`src/rtl/ascii_digit_accumulator_if.sv`:
```
// Byte-entry handshake and result bus between the UART decoder side and the
// decimal digit accumulator.
interface ascii_digit_accumulator_if #(
  parameter int MAX_DIGITS = 4,
  parameter int VALUE_W    = 14
);
  localparam int CNT_W = $clog2(MAX_DIGITS + 1);

  logic               enable;
  logic [7:0]         in_byte;
  logic               in_valid;
  logic               in_ready;
  logic [VALUE_W-1:0] value;
  logic               value_valid;
  logic [CNT_W-1:0]   digit_count;
  logic               err;
  logic               quit;
  logic               busy;

  modport master (
    output enable, in_byte, in_valid,
    input  in_ready, value, value_valid, digit_count, err, quit, busy
  );

  modport slave (
    input  enable, in_byte, in_valid,
    output in_ready, value, value_valid, digit_count, err, quit, busy
  );
endinterface

```
`src/rtl/ascii_digit_accumulator.sv`:
```
// Buffers ASCII decimal digits with backspace/quit editing, then converts the
// entry to binary one digit per cycle on Enter.
module ascii_digit_accumulator #(
   parameter int MAX_DIGITS = 4,
   parameter int MIN_DIGITS = 1,
   parameter int VALUE_W    = 14
) (
   input logic                     clk,
   input logic                     rst_n,
   ascii_digit_accumulator_if.slave bus
);
   localparam int CNT_W = $clog2(MAX_DIGITS + 1);
   localparam logic [CNT_W-1:0] MAX_CNT = CNT_W'(MAX_DIGITS);
   localparam logic [CNT_W-1:0] MIN_CNT = CNT_W'(MIN_DIGITS);
   localparam logic [CNT_W-1:0] ONE     = CNT_W'(1);
   localparam logic [7:0] CH_ENTER = 8'h0D;
   localparam logic [7:0] CH_BS    = 8'h08;
   localparam logic [7:0] CH_QUIT  = 8'h71;

   typedef enum logic [1:0] {IDLE, ENTRY, CONVERT} state_t;

   state_t                     state, state_nxt;
   logic [MAX_DIGITS-1:0][3:0] digits;
   logic [CNT_W-1:0]           count, idx;
   logic [VALUE_W-1:0]         acc, acc_next, value_r;
   logic                       vv_r, err_r, quit_r;

   logic       is_digit, accept;
   logic [3:0] cur_digit;
   logic       do_clear, do_append, do_pop, do_start, do_step, do_done;
   logic       err_nxt, quit_nxt;

   assign is_digit = (bus.in_byte >= 8'h30) && (bus.in_byte <= 8'h39);
   // During conversion only the quit byte may be taken, so it can abort.
   assign bus.in_ready = bus.enable && ((state != CONVERT) || (bus.in_byte == CH_QUIT));
   assign accept       = bus.in_valid && bus.in_ready;

   always_comb begin
      cur_digit = 4'd0;
      for (int i = 0; i < MAX_DIGITS; i++)
         if (CNT_W'(i) == idx) cur_digit = digits[i];
   end

   assign acc_next = (acc << 3) + (acc << 1) + VALUE_W'(cur_digit);

   always_comb begin
      state_nxt = state;
      do_clear  = 1'b0;
      do_append = 1'b0;
      do_pop    = 1'b0;
      do_start  = 1'b0;
      do_step   = 1'b0;
      do_done   = 1'b0;
      err_nxt   = 1'b0;
      quit_nxt  = 1'b0;
      if (state != IDLE && !bus.enable) begin
         state_nxt = IDLE;
         do_clear  = 1'b1;
      end else if (accept && bus.in_byte == CH_QUIT) begin
         state_nxt = IDLE;
         do_clear  = 1'b1;
         quit_nxt  = 1'b1;
      end else begin
         case (state)
            IDLE: if (accept && is_digit) begin
               do_append = 1'b1;
               state_nxt = ENTRY;
            end
            ENTRY: if (accept) begin
               if (is_digit && count < MAX_CNT) begin
                  do_append = 1'b1;
               end else if (bus.in_byte == CH_BS) begin
                  do_pop = 1'b1;
                  if (count == ONE) state_nxt = IDLE;
               end else if (bus.in_byte == CH_ENTER && count >= MIN_CNT) begin
                  do_start  = 1'b1;
                  state_nxt = CONVERT;
               end else begin
                  // overflow digit, short Enter or an unknown byte
                  err_nxt   = 1'b1;
                  do_clear  = 1'b1;
                  state_nxt = IDLE;
               end
            end
            CONVERT: if (idx == count) begin
               do_done   = 1'b1;
               do_clear  = 1'b1;
               state_nxt = IDLE;
            end else begin
               do_step = 1'b1;
            end
            default: state_nxt = IDLE;
         endcase
      end
   end

   always_ff @(posedge clk or negedge rst_n)
      if (!rst_n) state <= IDLE;
      else        state <= state_nxt;

   always_ff @(posedge clk or negedge rst_n) begin
      if (!rst_n) begin
         digits  <= '0;
         count   <= '0;
         idx     <= '0;
         acc     <= '0;
         value_r <= '0;
         vv_r    <= 1'b0;
         err_r   <= 1'b0;
         quit_r  <= 1'b0;
      end else begin
         vv_r   <= do_done;
         err_r  <= err_nxt;
         quit_r <= quit_nxt;
         if (quit_nxt)     value_r <= '0;
         else if (do_done) value_r <= acc;
         if (do_clear) begin
            digits <= '0;
            count  <= '0;
            idx    <= '0;
            acc    <= '0;
         end else if (do_append) begin
            for (int i = 0; i < MAX_DIGITS; i++)
               if (CNT_W'(i) == count) digits[i] <= bus.in_byte[3:0];
            count <= count + ONE;
         end else if (do_pop) begin
            for (int i = 0; i < MAX_DIGITS; i++)
               if (CNT_W'(i) == count - ONE) digits[i] <= 4'd0;
            count <= count - ONE;
         end else if (do_start) begin
            acc <= '0;
            idx <= '0;
         end else if (do_step) begin
            acc <= acc_next;
            idx <= idx + ONE;
         end
      end
   end

   assign bus.value       = value_r;
   assign bus.value_valid = vv_r;
   assign bus.digit_count = count;
   assign bus.err         = err_r;
   assign bus.quit        = quit_r;
   assign bus.busy        = (state != IDLE);
endmodule

```
`src/flat_wrapper.sv`:
```
// flat-port wrapper written by rule: the top's interface ports become plain ports
module ascii_digit_accumulator_flat 
#(
   parameter int MAX_DIGITS = 4,
   parameter int MIN_DIGITS = 1,
   parameter int VALUE_W    = 14
)
  (clk, rst_n, bus_enable, bus_in_byte, bus_in_valid, bus_in_ready, bus_value, bus_value_valid, bus_digit_count, bus_err, bus_quit, bus_busy);
  ascii_digit_accumulator_if #(.MAX_DIGITS(MAX_DIGITS), .VALUE_W(VALUE_W)) bus_i ();
  input logic clk;
  input logic rst_n;
  input wire logic [$bits(bus_i.enable)-1:0] bus_enable;
  input wire logic [$bits(bus_i.in_byte)-1:0] bus_in_byte;
  input wire logic [$bits(bus_i.in_valid)-1:0] bus_in_valid;
  output wire logic [$bits(bus_i.in_ready)-1:0] bus_in_ready;
  output wire logic [$bits(bus_i.value)-1:0] bus_value;
  output wire logic [$bits(bus_i.value_valid)-1:0] bus_value_valid;
  output wire logic [$bits(bus_i.digit_count)-1:0] bus_digit_count;
  output wire logic [$bits(bus_i.err)-1:0] bus_err;
  output wire logic [$bits(bus_i.quit)-1:0] bus_quit;
  output wire logic [$bits(bus_i.busy)-1:0] bus_busy;
  assign bus_i.enable = bus_enable;
  assign bus_i.in_byte = bus_in_byte;
  assign bus_i.in_valid = bus_in_valid;
  assign bus_in_ready = bus_i.in_ready;
  assign bus_value = bus_i.value;
  assign bus_value_valid = bus_i.value_valid;
  assign bus_digit_count = bus_i.digit_count;
  assign bus_err = bus_i.err;
  assign bus_quit = bus_i.quit;
  assign bus_busy = bus_i.busy;
  ascii_digit_accumulator #(.MAX_DIGITS(MAX_DIGITS), .MIN_DIGITS(MIN_DIGITS), .VALUE_W(VALUE_W)) u_core (.clk(clk), .rst_n(rst_n), .bus(bus_i));
endmodule
```
`config.mk`:
```
export PLATFORM = sky130hd
export DESIGN_NAME = ascii_digit_accumulator_flat
export DESIGN_NICKNAME = d
export VERILOG_FILES = /design/src/rtl/ascii_digit_accumulator_if.sv /design/src/rtl/ascii_digit_accumulator.sv /design/src/flat_wrapper.sv
export SDC_FILE = /design/constraint.sdc
export NUM_CORES = 1
export LEC_CHECK = 0
export ABC_AREA = 0
export CORE_ASPECT_RATIO = 0.5
export CORE_UTILIZATION = 52
export CTS_CLUSTER_SIZE = 10
export DETAILED_ROUTE_END_ITERATION = 16
export GPL_ROUTABILITY_DRIVEN = 1
export HOLD_SLACK_MARGIN = 0.12
export PLACE_DENSITY = 0.82
export SLEW_MARGIN = 20
export SYNTH_ARGS = -nofsm -noshare
export SYNTH_HDL_FRONTEND = slang
export SYNTH_SLANG_ARGS = --single-unit
```
`constraint.sdc`:
```
create_clock -name clk -period 3.18 [get_ports clk]
set_input_delay 0.318 -clock clk [delete_from_list [all_inputs] [get_ports clk]]
set_output_delay 0.318 -clock clk [all_outputs]
set_load 0.02 [all_outputs]
```
======== Yosys cells after proc, flatten, opt, wreduce, memory -nomap -nowiden ========
Index checks and enable logic that the tools add are counted.
storage, ports and cells
  flip-flop bits (word level) ............. 55
  logic and storage cells ................. 156
cells by class
  add/subtract/negate cells ............... 5
  $lt $le $gt $ge ......................... 4
  equality and inequality tests ........... 28
  multiplexer cells ....................... 79
  reduce and logical (&&, ||, !) cells .... 28
operators with widths
  kind                 count
  $mux 14              7
  $mux 16              3
  $mux 4               12
  $mux 1               37
  $mux 3               8
  $eq 2x3->1 const A   6
  $mux 2               9
  $reduce_bool 3->1    6
  $eq 8x4->1 const B   2
  $reduce_and 3->1     5
  $add 14x14->14       1
  $add 14x4->14        1
  $ne 3x2->1 const B   4
  $ne 4x1->1 const B   3
  $eq 1x3->1 const A   3
  $logic_not 3->1      3
  $eq 8x7->1 const B   1
  $ge 8x6->1 const B   1
  $le 8x6->1 const B   1
  $logic_and 1x1->1    8
  $add 3x1->3 const B  2
  $pmux 2 s3           1
  $ne 5x3->1 const B   1
  $reduce_and 5->1     1
  other kinds (15)     18

======== Longest topological paths before layout ========
  word-level depth ........................ 13
  depth in mapped cells ................... 17
  mapped depth without buffers ............ 17

======== Least setup slack after synthesis ========
No wires, ideal clock.
  path type ............................... reg-to-reg
  start point ............................. reg u_core.idx[1]
  end point ............................... reg u_core.acc[12]
  arrival time ............................ 3,230 ps
  setup slack ............................. -172 ps
  stages on the path, launching flop included .. 17
  buffers on the path ..................... 1
  clock period less this slack ............ 3,352 ps
  path through ............................ dfrtp_1 inv_1 ha_1 clkbuf_1 nor2_1 a21oi_1 o21ai_0 a22o_1 fa_1 inv_1 fa_1 nor2b_1 o21ai_0 a21o_1 a211oi_1 o21ai_0 a32o_1
on the way
  longest elaborated chain between the ends .. 11
RTL lines
  what                      RTL line                        source
  start: declaration        ascii_digit_accumulator.sv:24   logic [CNT_W-1:0] count, idx;
  start signal: assignment  ascii_digit_accumulator.sv:135  idx <= idx + ONE;
  $logic_not 3->1           ascii_digit_accumulator.sv:41   if (CNT_W'(i) == idx) cur_digit = digits[i];
  $mux 4 (4 in a row)       ascii_digit_accumulator.sv:41
  $add 14x4->14             ascii_digit_accumulator.sv:44   assign acc_next = (acc << 3) + (acc << 1) + VALUE_W'(cur_digit);
  $mux 14                   ascii_digit_accumulator.sv:133  end else if (do_step) begin
  $mux 14                   ascii_digit_accumulator.sv:130  end else if (do_start) begin
  $mux 14                   ascii_digit_accumulator.sv:126  end else if (do_pop) begin
  $mux 14                   ascii_digit_accumulator.sv:122  end else if (do_append) begin
  $mux 14                   ascii_digit_accumulator.sv:117  if (do_clear) begin
  end signal: assignment    ascii_digit_accumulator.sv:134  acc <= acc_next;
  end: declaration          ascii_digit_accumulator.sv:25   logic [VALUE_W-1:0] acc, acc_next, value_r;
Parallel ways exist; a longest one is shown, timed or not. The select of a mux whose other input is x is not followed.
A chain may end at the register's enable or synchronous reset.

======== Worst setup path after layout ========
  start point ............................. reg u_core.idx[0]
  end point ............................... reg u_core.acc[13]
Same word-level chain as after synthesis.

==> run_results.csv <==
group,metric,value,unit
route,wl_per_cell,19.0,um
timing,finClkSkew,0.00605,ns
route,viasPerCell,6.09,
setup_path,arrival,3.55,ns
finish,seq_area,1380,um2
setup_path,worst-path-max-fanout,5,
timing,timing.fmax,297,MHz
global_routing,grt_use_met3,0.0417,
clocking,clockRootBuffer,"clkbuf_16",
power_and_ir_drop,p_switching,0.615,mW
setup_path,crit_type,"register to register",
synthesis,ys_seq_elements,55,
finish,fin_cells,502,
timing,period_share,1.06,
power_and_ir_drop,p_clk_frac,0.320,
route,detail_route.first_pass.iterations,4,
synthesis,synth_cell_types,56,
synthesis,syn_avg_cell_area,10.4,um2
route,dr.first_iter.drc_count,255,
synthesis,ys.flop_type,"dfrtp_1",
route,wirelength,9540,um
global_routing,grt_pass1_wl,15100,um
clocking,hold_buffers,0,
clocking,htree_levels,2,
setup_path,worstPathRequired,3.36,ns
placed_design,place_inst,486,
timing,worst_pin_slew,0.851,ns
global_routing,top_usage_layer,"met2",
timing,hold_violations,0,
global_routing,grtUsageMet2,0.475,
placed_design,gp_congestion,0.856,
run_status,violations,"negative setup slack",
clocking,clk_pin_slew,0.07,ns
synthesis,yosysSeqAreaShare,0.377,
clocking,clk_path_buf_depth,2,
finish,final_core_util,0.685,
timing,rsz0062_at_grt,"yes",
finish,antennaDiodeCount,0,
floorplan,core,6730,um2
route,drcViolationCount,0,
setup_path,start_kind,"register",
floorplan,io_pins,34,
global_routing,grt_max_degree,37,
finish,syn2layout_area_growth,26.3,%
power_and_ir_drop,p_int,1.33,mW
power_and_ir_drop,leakage,2.14,nW
power_and_ir_drop,netSwitchingFraction,0.316,
route,ant_nets,0,
finish,drive_above_1_share,0.222,
synthesis,yosysWarningCount,0,
route,vias,3056,
floorplan,die_area,7380,um2
run_status,outcome,"finished, violations left",
floorplan,die_y,61.3,um
synthesis,netlist_instances,350,
global_routing,grt_pass1_vias,3052,
synthesis,syn_nets,402,
power_and_ir_drop,power_density,423,nW/um2
hold_path,min_path_type,"input pin to async pin",
timing,slew_headroom,0.432,
power_and_ir_drop,ir_drop,0.000256,V
timing,period_minus_slack,3.37,ns
global_routing,grt_usage,0.265,
clocking,clock_latency,0.30,ns
clocking,cts-buffers-inserted,5,
placed_design,dp_hpwl,6390,um
timing,setup_viol,6,
synthesis,async_reset_ff_frac,1.00,
global_routing,antenna_found_initial,0,
finish,fill_cells,487,
finish,nets,462,
synthesis,synth_edf_count,0,
finish,multiInputGateArea,2280,um2
synthesis,synth_area,3650,um2
placed_design,io_buffer_count,33,
power_and_ir_drop,pwr-share-seq,0.393,
job,maxCapViolCount,0,
power_and_ir_drop,p_comb_frac,0.286,
placed_design,pre_cts_ws,-0.288,ns
timing,drv_slew,0,
floorplan,num_rows,21,
timing,setup_slack,-0.187,ns
global_routing,grt_util_met1,0.336,
setup_path,end_kind,"register",
floorplan,die_x,121,um
floorplan,start_util,0.543,
clocking,cts_tree,"yes",
global_routing,gr-total-overflow,0,
clocking,clkSinkCount,55,
timing,setup_tns,-0.638,ns
-- power by group through the flow --
stage                     registers (mW)  clock network, mW  logic (mW)
after floorplan                    0.771                  0       0.339
after global placement             0.774                  0       0.490
after detailed placement           0.776                  0       0.511
after CTS                          0.764              0.625       0.524
after global routing               0.768              0.650       0.604
final                              0.766              0.624       0.558
-- final timing paths --
| kind | start | end | slack [ns] | cells past startpoint |
|---|---|---|---|---|
| worst max-delay path | u_core.idx[0] | u_core.acc[13] | -0.19 | 15 |
| worst min-delay path | rst_n | u_core.acc[3] | 0.12 | 1 |
| worst max register to register | u_core.idx[0] | u_core.acc[13] | -0.19 | 15 |
| worst min register to register | u_core.acc[13] | u_core.acc[13] | 0.51 | 1 |
| max in group asynchronous | rst_n | u_core.acc[13] | 2.28 | 2 |
| min in group clk | u_core.acc[13] | u_core.acc[13] | 0.51 | 1 |
-- kinds of logic (layout without fill, tap and decap cells) --
logic type	Yosys count	in the layout	synth area share
flops	55	55	0.377
mux	9	9	0.0250
fa+ha+maj	40	40	0.141
compound gates	98	98	0.223
xor+xnor	17	17	0.0408
simple gates	96	96	0.150
buf+inv	35	95	0.0425
-- area by class of cell --
type                            instances  area share
Multi-Input combinational cell        260       0.495
Sequential cell                        55       0.299
Timing Repair Buffer                   63       0.125
Clock buffer                            5      0.0271
Tap cell                               92      0.0250
Inverter                               25      0.0209
Clock inverter                          2     0.00814
-- stage by stage --
step / power, mW / cell area, um2 / hold slack, ns
after floorplan: 1.11 / 3670 / 0.0224
after detailed placement: 1.29 / 4210 / 0.455
final: 1.95 / 4610 / 0.124
after global placement: 1.26 / 4210 / 0.450
after global routing: 2.02 / 4610 / 0.190
after CTS: 1.91 / 4520 / 0.147
-- worst max-delay path, cell delays in order (launching register included) --
cell and delay (ns):
dfrtp_2 0.47, buf_6 0.14, ha_4 0.18, nor2_4 0.13, a21oi_2 0.04, o21ai_1 0.14, a22o_1 0.18, fa_2 0.47
buf_6 0.14, ha_4 0.22, a211oi_4 0.23, o21a_2 0.20, o31ai_4 0.07, o41ai_2 0.32, xnor2_1 0.13, a22o_1 0.20
-- sequential cells by signal, summed over array words and instances, names as in the netlist, 2 cells and up --
name                    count
u_core.acc                 14
u_core.bus.digit_count      3
u_core.bus.value           14
u_core.digits              16
u_core.idx                  3
u_core.state                2
-- per-layer routing --
metal  vias up  part of all wire
met5         -                 0
met4         0             0.023
met3        31             0.043
met2       104              0.49
met1      1519              0.45
li1       1402                 -
-- cell usage after synthesis (2+ instances only) --
library cell / number / area (um2)
dfrtp_1: 55 / 1380
ha_1: 38 / 475
a22o_1: 32 / 280
nor2_1: 29 / 109
inv_1: 24 / 90.1
o21ai_0: 18 / 90.1
nand2_1: 16 / 60.1
xnor2_1: 13 / 114
a21oi_1: 12 / 60.1
nand3_1: 10 / 50.1
mux2i_1: 8 / 80.1
nor3_1: 8 / 40.0
a32o_1: 6 / 60.1
and2_1: 6 / 37.5
nor2b_1: 5 / 31.3
a21o_1: 4 / 30.0
buf_2: 4 / 20.0
o211ai_1: 4 / 30.0
o221ai_2: 4 / 60.1
xor2_1: 4 / 35.0
a211oi_1: 3 / 22.5
clkbuf_1: 3 / 11.3
o21a_1: 3 / 22.5
or2_2: 3 / 18.8
and4b_1: 2 / 20.0
buf_6: 2 / 22.5
fa_1: 2 / 40.0
nand4_1: 2 / 12.5
o211ai_4: 2 / 42.5
or3_1: 2 / 12.5
-- timing repair --
action                     in CTS  in global routing
resized for setup              25                 19
pin swaps                      16                 20
setup endpoints to repair       7                  8
buffers inserted                9                  2
-- layout by cell type, fill, tap and decap left out, drive strengths merged, types with 3 or more instances in the layout --
master          n
a211oi          3
a21o            4
a21oi          13
a22o           32
a32o            6
and2            6
buf            31
clkbuf          5
clkdlybuf4s50  32
dfrtp          55
ha             38
inv            25
mux2i           8
nand2          16
nand3          10
nand4           3
nor2           29
nor2b           5
nor3            9
o211ai          6
o21a            3
o21ai          20
o221ai          4
or2             3
or3             3
xnor2          13
xor2            4
Power figures use the tool's default switching activity.
